`src/rtl/kamasutra_pkg.sv`:
```
// Shared definitions for the Karatsuba multiplier and its dot-product accumulator.
package kamasutra_pkg;

  // Product width of the 8x8 multiplier (Z output); the accumulator's default input width.
  localparam int unsigned DEFAULT_PROD_W = 16;

  // Accumulator sum state: no sum open, sum open, result held.
  typedef enum logic [1:0] {
    IDLE,
    ACC,
    DONE
  } acc_state_t;

endpackage

```
`src/rtl/karatsuba_acc.sv`:
```
// Dot-product accumulator fed by the Karatsuba multiplier product over valid/ready.
// A term with in_last set, or the MAX_TERMS-th term, closes the sum, which is then
// held on out_* until accepted. A new sum may start in the cycle the result is taken.
// Optional build macro: ACC_SAT_EN (saturate acc on carry instead of wrapping).
module karatsuba_acc
  import kamasutra_pkg::*;
#(
  parameter int unsigned PROD_W    = DEFAULT_PROD_W,
  parameter int unsigned ACC_W     = 24,
  parameter int unsigned MAX_TERMS = 256,
  localparam int unsigned CNT_W    = $clog2(MAX_TERMS + 1)
) (
  input  logic              clk,
  input  logic              rst_n,
  input  logic              in_valid,
  output logic              in_ready,
  input  logic [PROD_W-1:0] in_prod,
  input  logic              in_last,
  output logic              out_valid,
  input  logic              out_ready,
  output logic [ACC_W-1:0]  out_sum,
  output logic [CNT_W-1:0]  out_terms,
  output logic              out_ovf
);

  localparam int unsigned SUM_W = ACC_W + 1;

  acc_state_t       state;
  logic [ACC_W-1:0] acc;
  logic [CNT_W-1:0] cnt;
  logic             ovf;

  logic             in_xfer;
  logic             out_xfer;
  logic             first_term;
  logic [SUM_W-1:0] sum_ext;
  logic [ACC_W-1:0] acc_n;
  logic [CNT_W-1:0] cnt_n;
  logic             ovf_n;
  logic             closing;

  // Only comb path to an output: in_ready from out_ready while a result is held.
  assign in_ready = (state != DONE) || out_ready;
  assign in_xfer  = in_valid && in_ready;
  assign out_xfer = out_valid && out_ready;

  // Next accumulator values for an accepted term; only applied on in_xfer.
  always_comb begin
    first_term = (state != ACC);
    sum_ext    = SUM_W'(acc) + SUM_W'(in_prod);
    acc_n      = '0;
    cnt_n      = '0;
    ovf_n      = 1'b0;
    if (first_term) begin
      acc_n = ACC_W'(in_prod);
      cnt_n = CNT_W'(1);
      ovf_n = 1'b0;
    end else begin
      cnt_n = cnt + CNT_W'(1);
      ovf_n = ovf | sum_ext[ACC_W];
`ifdef ACC_SAT_EN
      // Once any carry has occurred the sum stays pinned at all-ones.
      acc_n = ovf_n ? {ACC_W{1'b1}} : sum_ext[ACC_W-1:0];
`else
      acc_n = sum_ext[ACC_W-1:0];
`endif
    end
    closing = in_last || (cnt_n == CNT_W'(MAX_TERMS));
  end

  // FSM, accumulator and registered result outputs.
  always_ff @(posedge clk) begin
    if (!rst_n) begin
      state     <= IDLE;
      acc       <= '0;
      cnt       <= '0;
      ovf       <= 1'b0;
      out_valid <= 1'b0;
      out_sum   <= '0;
      out_terms <= '0;
      out_ovf   <= 1'b0;
    end else if (in_xfer) begin
      // In DONE an input transfer implies the output transfer too.
      acc <= acc_n;
      cnt <= cnt_n;
      ovf <= ovf_n;
      if (closing) begin
        state     <= DONE;
        out_valid <= 1'b1;
        out_sum   <= acc_n;
        out_terms <= cnt_n;
        out_ovf   <= ovf_n;
      end else begin
        state     <= ACC;
        out_valid <= 1'b0;
      end
    end else if (out_xfer) begin
      state     <= IDLE;
      out_valid <= 1'b0;
    end
  end

endmodule

```
`config.mk`:
```
export PLATFORM = sky130hd
export DESIGN_NAME = karatsuba_acc
export DESIGN_NICKNAME = d
export VERILOG_FILES = /design/src/rtl/kamasutra_pkg.sv /design/src/rtl/karatsuba_acc.sv
export SDC_FILE = /design/constraint.sdc
export NUM_CORES = 1
export LEC_CHECK = 0
export ABC_AREA = 1
export BUFFER_PORTS_ARGS = -buffer_cell sky130_fd_sc_hd__buf_2
export CAP_MARGIN = 20
export CORE_AREA = 5 5 93 95
export CTS_CLUSTER_SIZE = 20
export DETAILED_ROUTE_END_ITERATION = 6
export DIE_AREA = 0 0 98 100
export PLACE_DENSITY = 0.86
export SYNTH_ARGS = -nofsm -noshare
export SYNTH_HDL_FRONTEND = slang
export SYNTH_SLANG_ARGS = --single-unit
```
`constraint.sdc`:
```
create_clock -name clk -period 2.5 [get_ports clk]
set_input_delay 0.125 -clock clk [delete_from_list [all_inputs] [get_ports clk]]
set_output_delay 0.125 -clock clk [all_outputs]
set_load 0.005 [all_outputs]
```
==> flow_summary.toml, run 1 <==
[status]
outcome = "completed"

[synth]
synth_common_cells = "219 x nand2_1, 91 x inv_1, 78 x nor2_1"
synth_ff_type = "dfxtp_1"
yosys.area.top_type_share = 0.3219
ys_seq_area_frac = 0.3219
post-synth-top-count-cell = "nand2_1"
ys_warn_count = 0
syn_nets = 744
synthesis.area_sq_um = 4353
synth_edf_count = 0
synth_cells = 705
synth_area_leaders = "dfxtp_1 32%, nand2_1 19%, nand3_1 8.2%, inv_1 7.8%, nor2_1 6.7%"
yosysUniqueCellTypes = 32
yosys.area.top_type = "dfxtp_1"
async_flop_share = 0
ys_seq_elements = 70
avgSynthCellArea_sq_um = 6.174

[sta]
relSlewSlack = 0.4736
period_needed_ns = 2.172
fmax_mhz = 460.5
finClkSkew_ns = 0.007702
hold_viol = 0
finalCritPeriodShare = 0.8686
rsz0062_at_grt = "false"
slew_viol_final = 0
setup_ws_ns = 0.3285
worstMarginPinSlew_ns = 0.7887
setup_viol_count_final = 0
fin_tns_setup_ns = 0

[clocking]
max-clock-path-buffers = 2
cts.sinks = 70
cts_setup_buffers = 0
root_buffer = "clkbuf_8"
clkLatencyLatePin_ns = 0.35
clkTransAtPathRegs_ns = 0.08
cts_max_level = 3
tritoncts = "yes"
numCtsBuffers = 9
hold_buffers = 0
ctsResizeCount = 0

[floorplanning]
die_h_microns = 100
start_util = 0.5692
die_w_microns = 98
dieArea_sq_um = 9800
coreArea_sq_um = 7647
rows = 32
ios = 57

[routing]
drc = 0
vias = 4603
wl_met3_microns = 700
wl_met2_microns = 5919
wirelength_microns = 12540
via_per_inst = 5.321
routedLengthMet1_microns = 5708
wl_per_cell_microns = 14.50
top_layer_used = "met4"
drt_pre_antenna_iters = 5
ant_nets = 0
drt_iter0_markers = 261

[critical_path]
worst_ep_arrival_time_ns = 2.42
start_kind = "register"
reg2reg_from = "cnt[0]$_SDFFE_PN0P_"
rrSetupSlack_ns = 0.33
cp-end-kind = "register"
worst_r2r_endpoint = "out_terms[3]$_SDFFE_PN0P_"
cp_max_fo = 18
path_class = "reg -> reg"
reg2regPathDepth = 15
required_ns = 2.75

[cells_and_area]
nFillCells = 769
area_delta_synth_final_pct = 13.94
nets = 797
fin_util = 0.6486
design_area_sq_um = 4960
fin_cells = 865
drive_gt1_frac = 0.1232
antenna_cells = 0

[worst_hold_path]
whs_path_depth = 4
hold_path_end = "out_valid$_SDFFE_PN0P_"
min-delay-start = "out_ready"
min_path_type = "in -> reg"

[global_route]
grt_pass1_vias = 4352
grt_usage = 0.2559
antenna_found_initial = 0
grt_pass1_wl_microns = 20660
gr-total-overflow = 0
grt_max_degree = 48

[power_and_ir_drop]
seqPwrFrac = 0.419
power_frac_comb = 0.213
switching_share = 0.3206
switchingPower_uw = 943.2
ir_drop_mv = 0.4447
leakagePower_uw = 0.002642
p_int_uw = 1998
pwr-share-clk = 0.368
p_per_area_nw_per_um2 = 593.1

[placement]
dpl_cell_area_sq_um = 4728
dp_hpwl_microns = 9344
place_ws_ns = 0.3455
io_buffers = 56
dp_cells = 849
gp_congestion = 0.9919

[flow_run]
cap_viol_max_count = 0
[how the worst max path moves through the flow]
stage / depth (start not counted) / endpoint / start / slack [ns]
6_report: 15 / out_terms[3]$_SDFFE_PN0P_ / cnt[0]$_SDFFE_PN0P_ / 0.33
2_1_floorplan: 15 / acc[16]$_SDFFE_PN0P_ / acc[0]$_SDFFE_PN0P_ / 0.64
4_1_cts: 15 / out_terms[3]$_SDFFE_PN0P_ / cnt[0]$_SDFFE_PN0P_ / 0.34
5_1_grt: 15 / out_terms[3]$_SDFFE_PN0P_ / cnt[0]$_SDFFE_PN0P_ / 0.16
3_5_place_dp: 15 / out_terms[3]$_SDFFE_PN0P_ / cnt[0]$_SDFFE_PN0P_ / 0.35
3_3_place_gp: 12 / acc[13]$_SDFFE_PN0P_ / acc[9]$_SDFFE_PN0P_ / 0.33
[layer usage]
metal  track usage  vias to the layer above
met3       0.04587                       15
li1              -                     2351
met2        0.4387                      153
met1        0.3279                     2084
met4       0.07987                        0
met5             0                        -
[worst max-delay path, cell delays in order, from the launching register on]
cell and delay, ns:
dfxtp_1 0.42, ha_1 0.25, inv_1 0.06, nand2_1 0.06
nand2_1 0.04, nor2_1 0.20, nor2_1 0.07, nand3_1 0.07
nor2_1 0.05, nand3_2 0.11, nand2_4 0.08, nand2_4 0.21
buf_12 0.20, nand2_1 0.07, o21ai_0 0.10, inv_1 0.06
[state kept, by name (all words and copies together), names as in the netlist]
name / cells
acc: 24
cnt: 9
out_ovf: 1
out_sum: 24
out_terms: 9
out_valid: 1
ovf: 1
state: 1
[power by group through the flow]
stage	combinational, uW	clock (uW)	sequential, uW
floorplan	437	0	1250
global placement	602	0	1250
detailed placement	617	0	1260
CTS	621	1080	1230
global route	706	1140	1240
finish	627	1080	1230
[final cells by class]
cell class	instances	area (sq um)	area share
Multi-Input combinational cell	521	2505	0.5050
Sequential cell	70	1401	0.2825
Inverter	93	349.1	0.07038
Timing Repair Buffer	63	345.3	0.06963
Clock buffer	10	137.6	0.02775
Tap cell	102	127.6	0.02573
Clock inverter	6	93.84	0.01892
[layout by cell type, fill, tap and decap left out, types with 3 or more instances in the layout]
cell type,n
a21oi_1,40
ha_1,17
buf_2,56
nand3_1,71
nor2_4,3
o21ai_1,7
nand3b_1,7
dfxtp_1,70
buf_4,6
or2_2,3
nand2_1,219
xnor2_1,3
nand4_1,11
nand3_2,3
nor3_1,8
inv_1,91
clkbuf_8,10
nor2_1,78
o21ai_0,37
[stage by stage]
step                total power, uW  hold WS (ns)
global placement               1855        0.4243
floorplan                      1689        0.3112
global route                   3087        0.1118
CTS                            2934       0.08706
finish                         2942       0.09189
detailed placement             1874        0.4543
[cells by family after synthesis]
kind of cell,after synthesis,synth area share
compound gates,91,0.1081
xor+xnor,3,0.006037
fa+ha+maj,18,0.05346
buf+inv,114,0.1026
flops,70,0.3219
simple gates,409,0.4079
No activity file was read; power rests on OpenSTA's default activity.
==> run 2, diff against run 1 <==
--- a/config.mk
+++ b/config.mk
@@ -8,11 +8,13 @@
 export ABC_AREA = 1
 export BUFFER_PORTS_ARGS = -buffer_cell sky130_fd_sc_hd__buf_2
 export CAP_MARGIN = 20
-export CORE_AREA = 5 5 93 95
+export CELL_PAD_IN_SITES_DETAIL_PLACEMENT = 0
+export CELL_PAD_IN_SITES_GLOBAL_PLACEMENT = 1
+export CORE_AREA = 5 5 111 113
 export CTS_CLUSTER_SIZE = 20
 export DETAILED_ROUTE_END_ITERATION = 6
-export DIE_AREA = 0 0 98 100
-export PLACE_DENSITY = 0.86
+export DIE_AREA = 0 0 116 118
+export PLACE_DENSITY = 0.85
 export SYNTH_ARGS = -nofsm -noshare
 export SYNTH_HDL_FRONTEND = slang
 export SYNTH_SLANG_ARGS = --single-unit
==> flow_summary.toml, run 2 (synthesized netlist as in run 1, its figures left out) <==
[status]
outcome = "completed"

[routing]
drt_pre_antenna_iters = 5
via_per_inst = 4.989
vias = 4535
wirelength_microns = 12860
drt_iter0_markers = 233
drc = 0
wl_per_cell_microns = 14.15
ant_nets = 0

[global_route]
grt_pass1_vias = 4292
grt_usage = 0.1956
grt_max_degree = 33
gr-total-overflow = 0
grt_pass1_wl_microns = 21150
antenna_found_initial = 0

[critical_path]
cp-end-kind = "register"
path_class = "reg -> reg"
worst_path_max_delay_cell = "or2_2"
required_ns = 2.75
max_stage_delay_ns = 0.35
crit_top_cell = "nand2_1"
worst_ep_arrival_time_ns = 2.46
crit_start = "acc[6]$_SDFFE_PN0P_"
cp_max_fo = 5
reg2reg_from = "acc[6]$_SDFFE_PN0P_"
start_kind = "register"
path_cells = "ha_1, nand2_1, inv_1, a21oi_1, nand2_1, or2_2, nand3_1, nand2_1, nand2_1, nand2_1, nand2_1, inv_1"
rrSetupSlack_ns = 0.28

[sta]
hold_viol = 0
slew_viol_final = 0
worstMarginPinSlew_ns = 0.7441
finClkSkew_ns = 0.008155
fin_tns_setup_ns = 0
relSlewSlack = 0.5034
period_needed_ns = 2.215
setup_viol_count_final = 0
fmax_mhz = 451.4
finalCritPeriodShare = 0.8861
rsz0062_at_grt = "false"

[clocking]
clkTransAtPathRegs_ns = 0.06
cts_setup_buffers = 0
tritoncts = "yes"
cts_max_level = 3
clkLatencyLatePin_ns = 0.35
hold_buffers = 0
root_buffer = "clkbuf_16"
ctsResizeCount = 0
max-clock-path-buffers = 2
numCtsBuffers = 9
cts.sinks = 70

[cells_and_area]
layout_common_cells = "219 x nand2_1, 91 x inv_1, 78 x nor2_1, 71 x nand3_1, 70 x dfxtp_1"
nFillCells = 1214
area_delta_synth_final_pct = 17.51
nets = 800
antenna_cells = 0
final_common_cell = "nand2_1"
drive_gt1_frac = 0.1253
reg_top3 = "acc x24, out_sum x24"

[power_and_ir_drop]
leakagePower_uw = 0.002698
finalPower_uw = 3282
p_per_area_nw_per_um2 = 641.7
ir_drop_mv = 0.3917

[floorplanning]
rows = 39
start_util = 0.3878
die_h_microns = 118
die_w_microns = 116
dieArea_sq_um = 13690
ios = 57
coreArea_sq_um = 11220

[placement]
gp_congestion = 0.9057
dp_hpwl_microns = 9507
io_buffers = 56

[worst_hold_path]
min-delay-start = "out_ready"
min_path_type = "in -> reg"

[flow_run]
cap_viol_max_count = 0
[run 2: cell count changes in the layout (fill, tap and decap cells not counted)]
cell and delta:
clkbuf_16 +9, clkbuf_8 -9, buf_4 +4, buf_12 -1
clkbuf_1 +1, clkinv_2 +1, clkinvlp_4 -1, inv_6 -1
[run 2: worst paths after layout]
path | end | cells after the start
max | out_sum[7]$_SDFFE_PN0P_ | 12
min | out_valid$_SDFFE_PN0P_ | 4
max reg2reg | out_sum[7]$_SDFFE_PN0P_ | 12
min reg2reg | out_sum[9]$_SDFFE_PN0P_ | 2
[run 2: power breakdown]
part	switching [uW]	internal, uW
Combinational	416	217
Clock	514	903
Sequential	46.3	1190
Total	976	2310
[run 2: metrics by stage]
stage | instances | cell area (sq um) | hold slack [ns] | util | setup WS [ns]
2_1_floorplan | 705 | 4353 | 0.3112 | - | 0.6431
3_3_place_gp | 893 | 4790 | 0.4254 | 0.4268 | 0.3492
3_5_place_dp | 893 | 4790 | 0.4408 | 0.4268 | 0.3169
4_1_cts | 909 | 5115 | 0.07705 | 0.4557 | 0.3030
5_1_grt | 909 | 5115 | 0.1276 | 0.4557 | 0.03864
6_report | 909 | 5115 | 0.08757 | 0.4557 | 0.2848
[run 2: critical path: cells and delay by family (launching register included)]
| family | cells | cell delay, ns |
|---|---|---|
| fa+ha+maj | 1 | 0.33 |
| simple gates | 8 | 1.15 |
| flops | 1 | 0.31 |
| buf+inv | 2 | 0.09 |
| compound gates | 1 | 0.24 |
[run 2: final cells by class]
cell class,instances,area [sq um],area share
flip-flops and latches,70,1401,0.2740
repair buffers,66,355.3,0.06947
inverters,93,349.1,0.06825
multi-input cells,521,2505,0.4897
clock inverters,5,82.58,0.01614
well taps,143,178.9,0.03498
clock buffers,11,242.7,0.04746
[run 2: routing by layer]
metal | part of all wire | vias to the layer above | global-route usage
met4 | 0.030 | 0 | 0.08847
met3 | 0.050 | 25 | 0.03136
met5 | 0 | - | 0
li1 | - | 2360 | -
met1 | 0.47 | 2032 | 0.2585
met2 | 0.45 | 118 | 0.3094
==> run 3, diff against run 2 <==
--- a/config.mk
+++ b/config.mk
@@ -15,6 +15,7 @@
 export DETAILED_ROUTE_END_ITERATION = 6
 export DIE_AREA = 0 0 116 118
 export PLACE_DENSITY = 0.85
+export RECOVER_POWER = 25
 export SYNTH_ARGS = -nofsm -noshare
 export SYNTH_HDL_FRONTEND = slang
 export SYNTH_SLANG_ARGS = --single-unit
==> flow_summary.toml, run 3 (synthesized netlist as in run 1, its figures left out) <==
[global_route]
antenna_found_initial = 0
grt_usage = 0.1956
grt_max_degree = 33
grt_pass1_wl_microns = 21150
grt_pass1_vias = 4292
gr-total-overflow = 0

[placement]
dp_hpwl_microns = 9507
place_ws_ns = 0.3169
io_buffers = 56
gp_congestion = 0.9057

[floorplanning]
die_w_microns = 116
start_util = 0.3878
die_h_microns = 118
ios = 57
coreArea_sq_um = 11220
rows = 39
dieArea_sq_um = 13690

[power_and_ir_drop]
switching_share = 0.2970
switchingPower_uw = 973.7
pwr-share-clk = 0.432
ir_drop_mv = 0.3921
power_frac_comb = 0.192
leakagePower_uw = 0.002652
p_per_area_nw_per_um2 = 642.7
seqPwrFrac = 0.376
p_int_uw = 2305

[sta]
hold_viol = 0
fmax_mhz = 453.5
finClkSkew_ns = 0.007794
fin_tns_setup_ns = 0
setup_ws_ns = 0.2947
rsz0062_at_grt = "false"
setup_viol_count_final = 0
finalCritPeriodShare = 0.8821
relSlewSlack = 0.5101
period_needed_ns = 2.205
slew_viol_final = 0
worstMarginPinSlew_ns = 0.7340

[clocking]
tritoncts = "yes"
ctsResizeCount = 0
root_buffer = "clkbuf_16"
max-clock-path-buffers = 2
cts_setup_buffers = 0
cts.sinks = 70
hold_buffers = 0
clkLatencyLatePin_ns = 0.35
cts_max_level = 3
numCtsBuffers = 9
clkTransAtPathRegs_ns = 0.06

[flow_run]
cap_viol_max_count = 0

[cells_and_area]
drive_gt1_frac = 0.1110
reg_top3 = "acc x24, out_sum x24"
layout_common_cells = "219 x nand2_1, 91 x inv_1, 78 x nor2_1, 71 x nand3_1, 70 x dfxtp_1"
final_common_cell = "nand2_1"
antenna_cells = 0
fin_util = 0.4545
area_delta_synth_final_pct = 17.19
nets = 800
nFillCells = 1223

[status]
outcome = "completed"

[routing]
drc = 0
drt_pre_antenna_iters = 4
drt_iter0_markers = 210
ant_nets = 0
wirelength_microns = 12820
wl_per_cell_microns = 14.10
via_per_inst = 4.965
vias = 4513

[critical_path]
crit_start = "acc[6]$_SDFFE_PN0P_"
worst_ep_arrival_time_ns = 2.45
cp_max_fo = 5
reg2regPathDepth = 12
cp-end-kind = "register"
path_class = "reg -> reg"
endpoint = "out_sum[7]$_SDFFE_PN0P_"
start_kind = "register"
rrSetupSlack_ns = 0.29
required_ns = 2.75
worst_r2r_endpoint = "out_sum[7]$_SDFFE_PN0P_"
reg2reg_from = "acc[6]$_SDFFE_PN0P_"

[worst_hold_path]
min_path_type = "in -> reg"
-- run 3: metrics by stage --
step / area, sq um / total power [uW] / hold WS, ns / cells
6_report: 5101 / 3278 / 0.09239 / 909
5_1_grt: 5101 / 3453 / 0.1276 / 909
4_1_cts: 5115 / 3317 / 0.07705 / 909
3_5_place_dp: 4790 / 1887 / 0.4408 / 893
3_3_place_gp: 4790 / 1882 / 0.4254 / 893
2_1_floorplan: 4353 / 1689 / 0.3112 / 705
-- run 3: critical path, cell delays in order (launching register included) --
cell     delay (ns)
dfxtp_1        0.31
ha_1           0.33
nand2_1        0.19
inv_1          0.06
a21oi_1        0.25
nand2_1        0.27
or2_2          0.35
nand3_1        0.07
nand2_1        0.05
nand2_1        0.07
nand2_1        0.06
nand2_1        0.07
inv_1          0.03
-- run 3: area by class of cell --
type,count,area [sq um],area share
inverters,93,349.1,0.06843
well taps,143,178.9,0.03507
clock buffers,11,242.7,0.04758
repair buffers,66,341.6,0.06696
clock inverters,5,82.58,0.01619
flip-flops and latches,70,1401,0.2747
multi-input cells,521,2505,0.4910
-- run 3: worst min path at each step --
stage	startpoint	to	slack (ns)	cells past startpoint
after global routing	out_ready	out_valid$_SDFFE_PN0P_	0.13	4
final	out_ready	out_valid$_SDFFE_PN0P_	0.09	4
after floorplan	out_ready	out_valid$_SDFFE_PN0P_	0.31	3
after global placement	out_ready	out_valid$_SDFFE_PN0P_	0.43	4
after CTS	out_ready	out_valid$_SDFFE_PN0P_	0.08	4
after detailed placement	out_ready	out_valid$_SDFFE_PN0P_	0.44	4
-- run 3: power by group through the flow --
stage               clock [uW]  sequential [uW]  combinational [uW]
finish                    1410             1230                 630
global route              1490             1240                 718
CTS                       1450             1230                 635
detailed placement           0             1260                 629
global placement             0             1250                 628
floorplan                    0             1250                 437
-- run 3: routing by layer --
| metal | track usage | vias up | part of all wire |
|---|---|---|---|
| li1 | - | 2362 | - |
| met1 | 0.2585 | 2027 | 0.48 |
| met2 | 0.3094 | 99 | 0.45 |
| met3 | 0.03136 | 25 | 0.045 |
| met4 | 0.08847 | 0 | 0.030 |
| met5 | 0 | - | 0 |
